===== config.mk =====
export PLATFORM = sky130hd
export DESIGN_NAME = ddr3_wb_arbiter_flat
export DESIGN_NICKNAME = d
export VERILOG_FILES = /design/src/rtl/platform_pkg.sv /design/src/rtl/wishbone_if.sv /design/src/rtl/wb_outstanding_cnt.sv /design/src/rtl/ddr3_wb_arbiter.sv /design/src/flat_wrapper.sv
export SDC_FILE = /design/constraint.sdc
export NUM_CORES = 1
export LEC_CHECK = 0
export CORE_AREA = 5 5 122 124
export CTS_CLUSTER_SIZE = 14
export DETAILED_ROUTE_END_ITERATION = 8
export DIE_AREA = 0 0 127 129
export PLACE_DENSITY = 0.66
export SLEW_MARGIN = 20
export SYNTH_ARGS = -nofsm -noshare
export SYNTH_HDL_FRONTEND = slang
export SYNTH_SLANG_ARGS = --single-unit

===== constraint.sdc =====
create_clock -name clk_i -period 2.9 [get_ports clk_i]
set_input_delay 0.435 -clock clk_i [delete_from_list [all_inputs] [get_ports clk_i]]
set_output_delay 0.435 -clock clk_i [all_outputs]
set_load 0.1 [all_outputs]

===== src/rtl/platform_pkg.sv =====
// rtl/platform_pkg.sv - shared platform Wishbone sizing and DDR3 arbiter types
package platform_pkg;

  localparam int SEC_WB_AW = 32;
  localparam int SEC_WB_DW = 32;

  typedef enum logic [1:0] {
    IDLE   = 2'd0,
    GNT_M0 = 2'd1,
    GNT_M1 = 2'd2,
    DRAIN  = 2'd3
  } ddr3_arb_state_t;

  typedef enum logic {
    M0 = 1'b0,
    M1 = 1'b1
  } ddr3_arb_master_t;

endpackage


===== src/rtl/wishbone_if.sv =====
// rtl/wishbone_if.sv - pipelined Wishbone bus bundle with master/slave views
interface wishbone_if #(
  parameter int AW = 32,
  parameter int DW = 32
);

  logic            cyc;
  logic            stb;
  logic            we;
  logic [AW-1:0]   addr;
  logic [DW/8-1:0] sel;
  logic [DW-1:0]   wdata;
  logic [DW-1:0]   rdata;
  logic            ack;
  logic            err;
  logic            stall;

  modport master (
    output cyc, stb, we, addr, sel, wdata,
    input  rdata, ack, err, stall
  );

  modport slave (
    input  cyc, stb, we, addr, sel, wdata,
    output rdata, ack, err, stall
  );

endinterface


===== src/rtl/wb_outstanding_cnt.sv =====
// rtl/wb_outstanding_cnt.sv - accepted-but-unanswered request counter with saturation
module wb_outstanding_cnt #(
  parameter int MAX_OUTSTANDING = 8,
  localparam int CW = $clog2(MAX_OUTSTANDING + 1)
) (
  input  logic clk_i,
  input  logic rstn_i,
  input  logic accept_i,
  input  logic resp_i,
  input  logic clear_i,
  output logic full_o,
  output logic empty_o
);

  logic [CW-1:0] count_q;
  logic [CW-1:0] count_d;
  logic          inc;
  logic          dec;

  assign full_o  = (count_q == CW'(MAX_OUTSTANDING));
  assign empty_o = (count_q == '0);

  // A response with nothing in flight is spurious and never moves the count;
  // an accept while full cannot happen because the arbiter gates stb, but is
  // ignored here as well so the count can never wrap.
  always_comb begin
    inc     = accept_i & ~full_o;
    dec     = resp_i & ~empty_o;
    count_d = count_q;
    if (clear_i) begin
      count_d = '0;
    end else if (inc && !dec) begin
      count_d = count_q + CW'(1);
    end else if (dec && !inc) begin
      count_d = count_q - CW'(1);
    end
  end

  // Count register.
  always_ff @(posedge clk_i) begin
    if (!rstn_i) begin
      count_q <= '0;
    end else begin
      count_q <= count_d;
    end
  end

endmodule


===== src/rtl/ddr3_wb_arbiter.sv =====
// rtl/ddr3_wb_arbiter.sv - two-master round-robin Wishbone arbiter for the DDR3 port (watchdog: DDR3_WB_ARB_TIMEOUT_EN)
module ddr3_wb_arbiter
  import platform_pkg::*;
#(
  parameter int AW              = SEC_WB_AW,
  parameter int DW              = SEC_WB_DW,
  parameter int MAX_OUTSTANDING = 8,
  parameter int TIMEOUT_CYCLES  = 1024
) (
  input  logic       clk_i,
  input  logic       rstn_i,
  wishbone_if.slave  m0_wb_if,
  wishbone_if.slave  m1_wb_if,
  wishbone_if.master s_wb_if
`ifdef DDR3_WB_ARB_TIMEOUT_EN
  ,
  output logic       timeout_o
`endif
);

  if (MAX_OUTSTANDING < 2 || (MAX_OUTSTANDING & (MAX_OUTSTANDING - 1)) != 0 ||
      TIMEOUT_CYCLES < 2) begin : g_bad_cfg
    $error("ddr3_wb_arbiter: MAX_OUTSTANDING must be a power of two >= 2, TIMEOUT_CYCLES >= 2");
  end

  ddr3_arb_state_t  state_q;
  ddr3_arb_state_t  state_d;
  ddr3_arb_master_t last_grant_q;
  ddr3_arb_master_t last_grant_d;

  logic            cnt_full;
  logic            cnt_empty;
  logic            s_accept;
  logic            s_resp;
  logic            wd_fire;

  logic            g_cyc;
  logic            g_stb;
  logic            g_we;
  logic [AW-1:0]   g_addr;
  logic [DW/8-1:0] g_sel;
  logic [DW-1:0]   g_wdata;

  assign s_accept = s_wb_if.stb & ~s_wb_if.stall;
  assign s_resp   = s_wb_if.ack | s_wb_if.err;

  wb_outstanding_cnt #(
    .MAX_OUTSTANDING (MAX_OUTSTANDING)
  ) u_outstanding (
    .clk_i    (clk_i),
    .rstn_i   (rstn_i),
    .accept_i (s_accept),
    .resp_i   (s_resp),
    .clear_i  (wd_fire),
    .full_o   (cnt_full),
    .empty_o  (cnt_empty)
  );

  // Request side of whichever master the grant state points at.
  always_comb begin
    if (state_q == GNT_M1) begin
      g_cyc   = m1_wb_if.cyc;
      g_stb   = m1_wb_if.stb;
      g_we    = m1_wb_if.we;
      g_addr  = m1_wb_if.addr;
      g_sel   = m1_wb_if.sel;
      g_wdata = m1_wb_if.wdata;
    end else begin
      g_cyc   = m0_wb_if.cyc;
      g_stb   = m0_wb_if.stb;
      g_we    = m0_wb_if.we;
      g_addr  = m0_wb_if.addr;
      g_sel   = m0_wb_if.sel;
      g_wdata = m0_wb_if.wdata;
    end
  end

  // Next-state logic and bus routing; reset forces the idle bus picture.
  always_comb begin
    s_wb_if.cyc    = 1'b0;
    s_wb_if.stb    = 1'b0;
    s_wb_if.we     = 1'b0;
    s_wb_if.addr   = '0;
    s_wb_if.sel    = '0;
    s_wb_if.wdata  = '0;
    m0_wb_if.rdata = '0;
    m0_wb_if.ack   = 1'b0;
    m0_wb_if.err   = 1'b0;
    m0_wb_if.stall = 1'b1;
    m1_wb_if.rdata = '0;
    m1_wb_if.ack   = 1'b0;
    m1_wb_if.err   = 1'b0;
    m1_wb_if.stall = 1'b1;
    state_d        = state_q;
    last_grant_d   = last_grant_q;

    if (rstn_i) begin
      unique case (state_q)
        IDLE: begin
          if (m0_wb_if.cyc && m1_wb_if.cyc) begin
            state_d = (last_grant_q == M0) ? GNT_M1 : GNT_M0;
          end else if (m0_wb_if.cyc) begin
            state_d = GNT_M0;
          end else if (m1_wb_if.cyc) begin
            state_d = GNT_M1;
          end
        end

        GNT_M0, GNT_M1: begin
          // Keep cyc up in the cycle the master lets go if responses are
          // still owed, so the controller never sees the cycle abandoned.
          s_wb_if.cyc   = g_cyc | ~cnt_empty;
          s_wb_if.stb   = g_cyc & g_stb & ~cnt_full;
          s_wb_if.we    = g_we;
          s_wb_if.addr  = g_addr;
          s_wb_if.sel   = g_sel;
          s_wb_if.wdata = g_wdata;
          if (state_q == GNT_M0) begin
            m0_wb_if.rdata = s_wb_if.rdata;
            m0_wb_if.ack   = s_wb_if.ack & ~cnt_empty;
            m0_wb_if.err   = s_wb_if.err & ~cnt_empty;
            m0_wb_if.stall = s_wb_if.stall | cnt_full;
          end else begin
            m1_wb_if.rdata = s_wb_if.rdata;
            m1_wb_if.ack   = s_wb_if.ack & ~cnt_empty;
            m1_wb_if.err   = s_wb_if.err & ~cnt_empty;
            m1_wb_if.stall = s_wb_if.stall | cnt_full;
          end
          if (!g_cyc) begin
            last_grant_d = (state_q == GNT_M0) ? M0 : M1;
            state_d      = cnt_empty ? IDLE : DRAIN;
          end
        end

        DRAIN: begin
          s_wb_if.cyc = 1'b1;
          if (cnt_empty) begin
            state_d = IDLE;
          end
        end

        default: state_d = IDLE;
      endcase

      if (wd_fire) begin
        s_wb_if.cyc = 1'b0;
        s_wb_if.stb = 1'b0;
        state_d     = IDLE;
        if (state_q == GNT_M0) begin
          m0_wb_if.ack = 1'b0;
          m0_wb_if.err = 1'b1;
          last_grant_d = M0;
        end else if (state_q == GNT_M1) begin
          m1_wb_if.ack = 1'b0;
          m1_wb_if.err = 1'b1;
          last_grant_d = M1;
        end
      end
    end
  end

  // Arbiter state and round-robin history.
  always_ff @(posedge clk_i) begin
    if (!rstn_i) begin
      state_q      <= IDLE;
      last_grant_q <= M1;
    end else begin
      state_q      <= state_d;
      last_grant_q <= last_grant_d;
    end
  end

`ifdef DDR3_WB_ARB_TIMEOUT_EN
  localparam int WDW = $clog2(TIMEOUT_CYCLES + 1);

  logic [WDW-1:0] wd_cnt_q;
  logic [WDW-1:0] wd_cnt_d;
  logic           timeout_q;
  logic           timeout_d;

  // Watchdog: counts silent cycles while anything is in flight.
  always_comb begin
    wd_cnt_d  = wd_cnt_q;
    timeout_d = timeout_q;
    wd_fire   = 1'b0;
    if (cnt_empty || s_resp) begin
      wd_cnt_d = '0;
    end else if (wd_cnt_q == WDW'(TIMEOUT_CYCLES - 1)) begin
      wd_fire   = 1'b1;
      wd_cnt_d  = '0;
      timeout_d = 1'b1;
    end else begin
      wd_cnt_d = wd_cnt_q + WDW'(1);
    end
  end

  // Watchdog count and sticky flag.
  always_ff @(posedge clk_i) begin
    if (!rstn_i) begin
      wd_cnt_q  <= '0;
      timeout_q <= 1'b0;
    end else begin
      wd_cnt_q  <= wd_cnt_d;
      timeout_q <= timeout_d;
    end
  end

  assign timeout_o = timeout_q;
`else
  assign wd_fire = 1'b0;
`endif

endmodule


===== src/flat_wrapper.sv =====
// flat-port wrapper written by rule: the top's interface ports become plain ports
module ddr3_wb_arbiter_flat import platform_pkg::*;
#(
  parameter int AW              = SEC_WB_AW,
  parameter int DW              = SEC_WB_DW,
  parameter int MAX_OUTSTANDING = 8,
  parameter int TIMEOUT_CYCLES  = 1024
)
  (clk_i, rstn_i, m0_wb_if_cyc, m0_wb_if_stb, m0_wb_if_we, m0_wb_if_addr, m0_wb_if_sel, m0_wb_if_wdata, m0_wb_if_rdata, m0_wb_if_ack, m0_wb_if_err, m0_wb_if_stall, m1_wb_if_cyc, m1_wb_if_stb, m1_wb_if_we, m1_wb_if_addr, m1_wb_if_sel, m1_wb_if_wdata, m1_wb_if_rdata, m1_wb_if_ack, m1_wb_if_err, m1_wb_if_stall, s_wb_if_cyc, s_wb_if_stb, s_wb_if_we, s_wb_if_addr, s_wb_if_sel, s_wb_if_wdata, s_wb_if_rdata, s_wb_if_ack, s_wb_if_err, s_wb_if_stall);
  wishbone_if #(.AW(AW), .DW(DW)) m0_wb_if_i ();
  wishbone_if #(.AW(AW), .DW(DW)) m1_wb_if_i ();
  wishbone_if #(.AW(AW), .DW(DW)) s_wb_if_i ();
  input  logic clk_i;
  input  logic rstn_i;
  input wire logic [$bits(m0_wb_if_i.cyc)-1:0] m0_wb_if_cyc;
  input wire logic [$bits(m0_wb_if_i.stb)-1:0] m0_wb_if_stb;
  input wire logic [$bits(m0_wb_if_i.we)-1:0] m0_wb_if_we;
  input wire logic [$bits(m0_wb_if_i.addr)-1:0] m0_wb_if_addr;
  input wire logic [$bits(m0_wb_if_i.sel)-1:0] m0_wb_if_sel;
  input wire logic [$bits(m0_wb_if_i.wdata)-1:0] m0_wb_if_wdata;
  output wire logic [$bits(m0_wb_if_i.rdata)-1:0] m0_wb_if_rdata;
  output wire logic [$bits(m0_wb_if_i.ack)-1:0] m0_wb_if_ack;
  output wire logic [$bits(m0_wb_if_i.err)-1:0] m0_wb_if_err;
  output wire logic [$bits(m0_wb_if_i.stall)-1:0] m0_wb_if_stall;
  input wire logic [$bits(m1_wb_if_i.cyc)-1:0] m1_wb_if_cyc;
  input wire logic [$bits(m1_wb_if_i.stb)-1:0] m1_wb_if_stb;
  input wire logic [$bits(m1_wb_if_i.we)-1:0] m1_wb_if_we;
  input wire logic [$bits(m1_wb_if_i.addr)-1:0] m1_wb_if_addr;
  input wire logic [$bits(m1_wb_if_i.sel)-1:0] m1_wb_if_sel;
  input wire logic [$bits(m1_wb_if_i.wdata)-1:0] m1_wb_if_wdata;
  output wire logic [$bits(m1_wb_if_i.rdata)-1:0] m1_wb_if_rdata;
  output wire logic [$bits(m1_wb_if_i.ack)-1:0] m1_wb_if_ack;
  output wire logic [$bits(m1_wb_if_i.err)-1:0] m1_wb_if_err;
  output wire logic [$bits(m1_wb_if_i.stall)-1:0] m1_wb_if_stall;
  output wire logic [$bits(s_wb_if_i.cyc)-1:0] s_wb_if_cyc;
  output wire logic [$bits(s_wb_if_i.stb)-1:0] s_wb_if_stb;
  output wire logic [$bits(s_wb_if_i.we)-1:0] s_wb_if_we;
  output wire logic [$bits(s_wb_if_i.addr)-1:0] s_wb_if_addr;
  output wire logic [$bits(s_wb_if_i.sel)-1:0] s_wb_if_sel;
  output wire logic [$bits(s_wb_if_i.wdata)-1:0] s_wb_if_wdata;
  input wire logic [$bits(s_wb_if_i.rdata)-1:0] s_wb_if_rdata;
  input wire logic [$bits(s_wb_if_i.ack)-1:0] s_wb_if_ack;
  input wire logic [$bits(s_wb_if_i.err)-1:0] s_wb_if_err;
  input wire logic [$bits(s_wb_if_i.stall)-1:0] s_wb_if_stall;
  assign m0_wb_if_i.cyc = m0_wb_if_cyc;
  assign m0_wb_if_i.stb = m0_wb_if_stb;
  assign m0_wb_if_i.we = m0_wb_if_we;
  assign m0_wb_if_i.addr = m0_wb_if_addr;
  assign m0_wb_if_i.sel = m0_wb_if_sel;
  assign m0_wb_if_i.wdata = m0_wb_if_wdata;
  assign m0_wb_if_rdata = m0_wb_if_i.rdata;
  assign m0_wb_if_ack = m0_wb_if_i.ack;
  assign m0_wb_if_err = m0_wb_if_i.err;
  assign m0_wb_if_stall = m0_wb_if_i.stall;
  assign m1_wb_if_i.cyc = m1_wb_if_cyc;
  assign m1_wb_if_i.stb = m1_wb_if_stb;
  assign m1_wb_if_i.we = m1_wb_if_we;
  assign m1_wb_if_i.addr = m1_wb_if_addr;
  assign m1_wb_if_i.sel = m1_wb_if_sel;
  assign m1_wb_if_i.wdata = m1_wb_if_wdata;
  assign m1_wb_if_rdata = m1_wb_if_i.rdata;
  assign m1_wb_if_ack = m1_wb_if_i.ack;
  assign m1_wb_if_err = m1_wb_if_i.err;
  assign m1_wb_if_stall = m1_wb_if_i.stall;
  assign s_wb_if_cyc = s_wb_if_i.cyc;
  assign s_wb_if_stb = s_wb_if_i.stb;
  assign s_wb_if_we = s_wb_if_i.we;
  assign s_wb_if_addr = s_wb_if_i.addr;
  assign s_wb_if_sel = s_wb_if_i.sel;
  assign s_wb_if_wdata = s_wb_if_i.wdata;
  assign s_wb_if_i.rdata = s_wb_if_rdata;
  assign s_wb_if_i.ack = s_wb_if_ack;
  assign s_wb_if_i.err = s_wb_if_err;
  assign s_wb_if_i.stall = s_wb_if_stall;
  ddr3_wb_arbiter #(.AW(AW), .DW(DW), .MAX_OUTSTANDING(MAX_OUTSTANDING), .TIMEOUT_CYCLES(TIMEOUT_CYCLES)) u_core (.clk_i(clk_i), .rstn_i(rstn_i), .m0_wb_if(m0_wb_if_i), .m1_wb_if(m1_wb_if_i), .s_wb_if(s_wb_if_i));
endmodule

After elaboration in Yosys (flattened, before gate mapping):

Index checks and enable logic that the tools add are counted.

* register bits after elaboration: 7
* input bits: 179
* output and inout port bits: 141

* mux-type cells: 53
* add/sub/neg operators: 2
* eq/ne operators: 7
* reductions and logical operators: 11
* bitwise logic cells: 14

Operators by type and width (count)
* $mux 32: 12
* $mux 1: 27
* $mux 4: 5
* $mux 2: 7
* $and 1x1->1: 7
* $pmux 2 s3: 1
* $add 4x1->4 const B: 1
* $eq 2x2->1 const B: 2
* $eq 4x4->1 const B: 1
* $logic_not 4->1: 1
* $ne 4x3->1 const B: 1
* $not 1->1: 4
* $sub 4x1->4 const B: 1
* $logic_and 1x1->1: 3
* $or 1x1->1: 3
* $reduce_and 3->1: 1
* $eq 2x1->1 const B: 1
* $logic_not 1->1: 2
* $logic_not 2->1: 1
* $ne 2x1->1 const B: 1
* $ne 2x2->1 const B: 1
* $pmux 1 s2: 1
* $reduce_and 2->1: 1
* $reduce_bool 2->1: 1
* $reduce_or 2->1: 1

Longest topological paths before layout:

Gate-level depths: netlist of the first run.

* word-level depth: 12
* gate-level depth with buffers: 13

Modules after synthesis:

Synthesis of the first run repeated with hierarchy kept, for this count alone.

* cells, all modules: 311
* area total of the unflattened synthesis: 2117.0 µm²

Modules (own cells, without submodules)
* ddr3_wb_arbiter: cells each 279, sequential area each 60.1 µm², times used 1, area an instance 1829.3 µm²
* wb_outstanding_cnt: cells each 32, sequential area each 80.1 µm², times used 1, area an instance 287.8 µm²

Worst setup path after synthesis of the first run:

Ideal clock, no wire load.

* path kind: reg-to-output
* start: register u_core.state_q[0]
* end: output port s_wb_if_stb
* slack: -327 ps
* buffers on the path: 0
* stages on the path, launching flop included: 6
* arrival time: 2792 ps
* cell sequence: dfxtp_1 inv_1 ha_1 nand2_1 or3_1 a21oi_1

* longest elaborated chain between the ends: 6
* elaborated cells on any way between the ends: 9

RTL lines
* from (decl): line ddr3_wb_arbiter.sv:26 `ddr3_arb_state_t state_q;`
* from (signal assigned): line ddr3_wb_arbiter.sv:168 `state_q <= state_d;`
* $eq 2x2->1: line ddr3_wb_arbiter.sv:61, ddr3_wb_arbiter.sv:98
* $mux 1: line ddr3_wb_arbiter.sv:61 `if (state_q == GNT_M1) begin`
* $and 1x1->1 (2 in a row): line ddr3_wb_arbiter.sv:113 `s_wb_if.stb = g_cyc & g_stb & ~cnt_full;`
* $mux 1 (*): line ddr3_wb_arbiter.sv:98 `unique case (state_q)`
* $mux 1 (*): line ddr3_wb_arbiter.sv:97 `if (rstn_i) begin`
* to (decl): line flat_wrapper.sv:36 `output wire logic [$bits(s_wb_if_i.stb)-1:0] s_wb_if_stb;`

Mark *: on every way between the ends. The rest lies on a longest branch, timed or not.

Final worst setup path of the first run:

* start: input port m1_wb_if_cyc
* end: register u_core.u_outstanding.count_q[2]

* longest elaborated chain between the ends: 10
* elaborated cells on any way between the ends: 12

RTL lines
* from (decl): line flat_wrapper.sv:25 `input wire logic [$bits(m1_wb_if_i.cyc)-1:0] m1_wb_if_cyc;`
* $mux 1 (*): line ddr3_wb_arbiter.sv:61
* $and 1x1->1 (*) (2 in a row): line ddr3_wb_arbiter.sv:113
* $mux 1 (*): line ddr3_wb_arbiter.sv:98
* $mux 1 (*): line ddr3_wb_arbiter.sv:97
* $and 1x1->1 (*): line ddr3_wb_arbiter.sv:44 `assign s_accept = s_wb_if.stb & ~s_wb_if.stall;`
* $and 1x1->1 (*): line wb_outstanding_cnt.sv:27 `inc = accept_i & ~full_o;`
* $logic_not 1->1: line wb_outstanding_cnt.sv:34 `end else if (dec && !inc) begin`
* $logic_and 1x1->1: line wb_outstanding_cnt.sv:34
* $reduce_bool 2->1 (no line)
* to (signal assigned): line wb_outstanding_cnt.sv:44 `count_q <= count_d;`
* to (decl): line wb_outstanding_cnt.sv:15 `logic [CW-1:0] count_q;`

Marks and branches as above.
A chain may end at the register's enable or synchronous reset.

==> impl_metrics.ini, run 1 <==
[sta]
finalHoldViolations = 0
timing.final.ws_setup_ps = 148
worst_slew_pin_slew_ps = 921
clock_skew_ps = 3.79
period_needed_ps = 2750
fin_crit_sh_pct = 94.9
maxSlewHeadroom_pct = 38.6
rsz0062_at_grt = no
slew_violations = 0
setup_viol = 0
timing.fmax_mhz = 363

[run_status]
status = finished clean

[logic_synthesis]
netlist_instances = 303
syn_avg_cell_area_um2 = 6.87
synthArstFlopShare_pct = 0
ys.flop_type = dfxtp_1
synthTopCellsByCount = mux2i_1 (74), nor2_1 (73), and2_1 (36)
synthesis.area_um2 = 2080
ys_ff_latch = 7
synth.top_cells.by_area = mux2i_1 (36%), nor2_1 (13%), and2_1 (11%), and3_1 (9.9%), dfxtp_1 (6.7%)
synth-edff-count = 0
synth.top_cell.area_share_pct = 35.6
synth.distinct_cells = 32
syn-num-nets = 491
ys_seq_area_share_pct = 6.73
yosysMostFrequentCell = mux2i_1
yosysWarnings = 0
yosysTopAreaCell = mux2i_1

[die]
dieArea_um2 = 16400
num_rows = 43
fp.dieW_um = 127
core_area_um2 = 13700
die_y_um = 129
start_util_pct = 15.2
io-pin-count = 320

[clock_network]
path_clk_slew_ps = 40
cts_root_buf = clkbuf_16
numCtsBuffers = 3
cts_buffer_depth = 2
cts_max_level = 1
insertion_delay_ps = 240
cts_setup_buffers = 0
clock_sinks = 7
cts_tree = built
cts_hold_buf = 0

[layout]
diodes = 0
n_fill_cell = 1230
nets = 805
seq_area_um2 = 140
design_area_um2 = 7190
drive_above_1_share_pct = 36.5
area_delta_synth_final_pct = 245
multiInputGateArea_um2 = 1990

[global_route]
antenna_found_initial = 0
grt_pass1_wl_um = 19800
first_global_vias = 3554
grt_usage_pct = 15.0
grt_max_degree = 56
grt_remaining_overflow = 0

[detailed_routing]
dr_total_vias = 3394
wl_per_cell_um = 17.1
ant_nets = 0
viasPerCell = 4.26
drt-initial-drc-count = 101
firstDrtPassIters = 5
remaining_drc_errors = 0
drt-total-wl_um = 13600

[setup_path]
critPathTopFamily = buffers and inverters
cp_max_fo = 3
r2r_end = u_core.u_outstanding.count_q[2]
crit_arrival_ps = 2880
cp.required_ps = 3030
worstSetupStartpointType = primary input
regToRegStartpoint = u_core.state_q[1]
slowest_delay_ps = 480
rr_worst_depth = 12
critical_path.cell_chain = clkdlybuf4s50_1 > mux2i_1 > or3_4 > a211oi_2 > ha_2 > inv_1 > buf_4 > fa_1 > xnor2_1 > o21ai_0 > and2_1
crit_path_end_kind = flop
critical_path_class = in2reg
crit_buf_inv = 3
cp_slowest_cell = clkdlybuf4s50_1
reg2reg_slack_ps = 150

[worst_hold_path]
worst_hold_path_type = reg2reg
holdPathStages = 2
min_to = u_core.last_grant_q
worstHoldStart = u_core.last_grant_q

[placed_design]
pre_cts_ws_ps = -264
postPlaceCellArea_um2 = 7070
routabilityCongestion = 0.853
numPortBuffers = 319
hpwl_um = 11900

[pwr]
peakVddDrop_mv = 0.663
power_mw = 8.24
power_density_nw_per_um2 = 1150
leakagePower_nw = 2.88

[job]
max_cap_viol_count = 0
-- cells in the final DEF, fill, tap and decap left out, types with 4 or more instances in the layout --
cell type / count
clkdlybuf4s50_1: 177
buf_12: 141
mux2i_1: 74
nor2_2: 50
and2_1: 36
and3_1: 33
nor2_1: 23
buf_4: 16
nand2_1: 8
dfxtp_1: 7
ha_1: 5
o21ai_0: 4
-- where the power goes --
part	internal (mW)	switching [mW]	total [mW]
registers	0.136	0.0434	0.180
clock network	0.182	0.0634	0.245
logic	2.78	5.04	7.82
total	3.10	5.15	8.24
-- state kept, by name, summed over array words and instances, names as in the netlist --
| register | count |
|---|---|
| u_core.u_outstanding.count_q | 4 |
| u_core.state_q | 2 |
| u_core.last_grant_q | 1 |
-- cells by family (layout without fill, tap and decap cells) --
group | after synthesis | count (layout) | synth area share, %
XOR/XNOR | 2 | 2 | 0.841
adder cells (fa/ha/maj) | 9 | 9 | 5.77
buffers and inverters | 31 | 344 | 6.25
multiplexers | 75 | 75 | 36.1
AND/OR/NAND/NOR | 164 | 164 | 39.6
flip-flops | 7 | 7 | 6.73
AO/OA/AOI/OAI | 15 | 15 | 4.69
-- repair_timing --
item	CTS	global route
endpoints found under the setup margin	1	41
pin swaps	0	1
gates resized for setup	1	7
-- area by class of cell --
class / count / area share (%)
repair buffers: 336 / 65.9
multi-input cells: 265 / 27.7
well taps: 180 / 3.13
flip-flops and latches: 7 / 1.95
clock buffers: 3 / 1.04
inverters: 4 / 0.209
clock inverters: 1 / 0.0696
-- how the worst max path moves through the flow --
stage	startpoint	endpoint	slack, ps	depth (start not counted)
after floorplan	u_core.state_q[0]	s_wb_if_addr[21]	-170	6
after global placement	rstn_i	u_core.u_outstanding.count_q[2]	-100	11
after detailed placement	rstn_i	u_core.u_outstanding.count_q[2]	-260	11
after CTS	u_core.state_q[0]	s_wb_if_wdata[13]	3	7
after global routing	u_core.state_q[1]	u_core.u_outstanding.count_q[2]	10	12
final	m1_wb_if_cyc	u_core.u_outstanding.count_q[2]	150	11
-- tightest hold or removal path, delay by kind of cell, from the launching register on --
kind            cells  cell delay [ps]
compound gates      1               70
flops               1              300
simple gates        1               50
-- metrics by stage --
stage	TNS [ps]	utilization [%]	cells	hold slack [ps]
final	0	52.6	796	487
after global routing	0	52.6	796	545
after CTS	0	52.4	796	491
after detailed placement	-529	51.8	792	484
after global placement	-157	51.8	792	469
after floorplan	-1650	-	303	453
-- metal layers --
layer  global-route usage (%)  up-vias  share of wire (%)
li1                         -     1660                  -
met1                     16.2     1541                 36
met2                     29.0      177                 55
met3                     3.82       16                7.9
met4                     3.85        0                1.6
met5                        0        -                  0
Power figures use the tool's default switching activity.
==> run 2: changes to the inputs <==
--- a/config.mk
+++ b/config.mk
@@ -9,7 +9,7 @@
 export CTS_CLUSTER_SIZE = 14
 export DETAILED_ROUTE_END_ITERATION = 8
 export DIE_AREA = 0 0 127 129
-export PLACE_DENSITY = 0.66
+export PLACE_DENSITY = 0.64
 export SLEW_MARGIN = 20
 export SYNTH_ARGS = -nofsm -noshare
 export SYNTH_HDL_FRONTEND = slang
==> constraint.sdc (replaced) <==
create_clock -name clk_i -period 3.4 [get_ports clk_i]
set_input_delay 0.51 -clock clk_i [delete_from_list [all_inputs] [get_ports clk_i]]
set_output_delay 0.51 -clock clk_i [all_outputs]
set_load 0.1 [all_outputs]
==> impl_metrics.ini, run 2 (synthesis results as in run 1) <==
[detailed_routing]
drt-total-wl_um = 13400
ant_nets = 0
wl_per_cell_um = 17.1
remaining_drc_errors = 0
drt-initial-drc-count = 73
dr_total_vias = 3249
viasPerCell = 4.14
firstDrtPassIters = 5

[die]
io-pin-count = 320
fp.dieW_um = 127
dieArea_um2 = 16400
num_rows = 43
core_area_um2 = 13700
die_y_um = 129
start_util_pct = 15.2

[clock_network]
path_clk_slew_ps = 40
clock_sinks = 7
cts_buffer_depth = 2
cts_hold_buf = 0
insertion_delay_ps = 240
cts_setup_buffers = 0
cts_root_buf = clkbuf_16
cts_tree = built
numCtsBuffers = 3
cts_max_level = 1
cts_resized = 0

[sta]
maxSlewHeadroom_pct = 51.4
timing.fmax_mhz = 317
fin_tns_setup_ps = 0
fin_crit_sh_pct = 92.8
period_needed_ps = 3150
hold-worst-slack_ps = 488
finalHoldViolations = 0
rsz0062_at_grt = no
clock_skew_ps = 0.944
slew_violations = 0
setup_viol = 0
worst_slew_pin_slew_ps = 729
timing.final.ws_setup_ps = 246

[layout]
final_common_cell = clkdlybuf4s50_1
n_fill_cell = 1222
drive_above_1_share_pct = 25.8
seq_area_um2 = 140
top_register = u_core.u_outstanding.count_q
final_cell_mix = clkdlybuf4s50_1 (178), buf_12 (142), mux2i_1 (74)
diodes = 0
area_delta_synth_final_pct = 233
multiInputGateArea_um2 = 1830
largest_reg_flops = 4
final_util_pct = 50.8
top_regs = u_core.u_outstanding.count_q x4, u_core.state_q x2, u_core.last_grant_q x1
nets = 793

[placed_design]
pre_cts_ws_ps = 213
numPortBuffers = 319
routabilityCongestion = 0.898
hpwl_um = 11700

[pwr]
peakVddDrop_mv = 0.454
power_density_nw_per_um2 = 975
leakagePower_nw = 2.82

[setup_path]
slowest_delay_ps = 420
crit_arrival_ps = 3320
cp_slowest_cell = ha_1
worst_path_most_repeated_cell = ha_1
cp_max_fo = 6
cp.required_ps = 3570
critical_path_class = reg2reg
crit_path_end_kind = flop
critical_path.cell_chain = inv_1 > ha_1 > nand2_2 > or3_1 > a211oi_1 > ha_1 > inv_1 > ha_1 > a21oi_1 > a211oi_1 > a31oi_1 > mux2i_1
worstSetupStartpointType = flop

[global_route]
grt_remaining_overflow = 0
first_global_vias = 3567
grt_usage_pct = 15.1
antenna_found_initial = 0
grt_max_degree = 71
grt_pass1_wl_um = 19600

[job]
max_cap_viol_count = 0

[run_status]
status = finished clean

[worst_hold_path]
worst_hold_path_type = reg2reg
run 2: routing by layer:
layer / vias to the layer above / GRT usage [%] / wire [um]
met1: 1454 / 14.9 / 4440
met3: 23 / 4.69 / 1030
li1: 1635 / - / -
met4: 0 / 3.60 / 305
met5: - / 0 / 0
met2: 137 / 30.4 / 7650
run 2: cell type report:
cell class                 instances  area share [%]
clock buffer                       3            1.08
clock inverter                     1          0.0721
inverter                           4           0.216
multi-input combinational        265            26.3
sequential                         7            2.02
tap                              180            3.24
timing repair buffer             324            67.1
run 2: power breakdown:
| group | switching, mW | internal (mW) |
|---|---|---|
| clock | 0.0514 | 0.155 |
| combinational | 4.17 | 2.24 |
| sequential | 0.0458 | 0.116 |
run 2: path summary, 6_finish.rpt:
kind                                                        end  slack (ps)           startpoint  cells after the start
worst min-delay path                        u_core.last_grant_q         490  u_core.last_grant_q                      2
worst min register to register              u_core.last_grant_q         490  u_core.last_grant_q                      2
worst max-delay path            u_core.u_outstanding.count_q[3]         250    u_core.state_q[0]                     12
worst max register to register  u_core.u_outstanding.count_q[3]         250    u_core.state_q[0]                     12
run 2: per-stage QoR:
step | area (um2) | std cells | power [mW]
after floorplan | 2080 | 303 | 4.24
after global placement | 6860 | 780 | 6.54
after detailed placement | 6860 | 780 | 6.60
after CTS | 6940 | 784 | 6.82
after global routing | 6940 | 784 | 7.00
final | 6940 | 784 | 6.77
run 2: worst max-delay path: cells and delay by family (launching register included):
| family | cells | cell delay (ps) |
|---|---|---|
| muxes | 1 | 200 |
| and+or+nand+nor | 2 | 480 |
| buffers and inverters | 2 | 240 |
| adders and majority gates | 3 | 1000 |
| AOI/OAI and AO/OA | 4 | 780 |
| DFF | 1 | 390 |
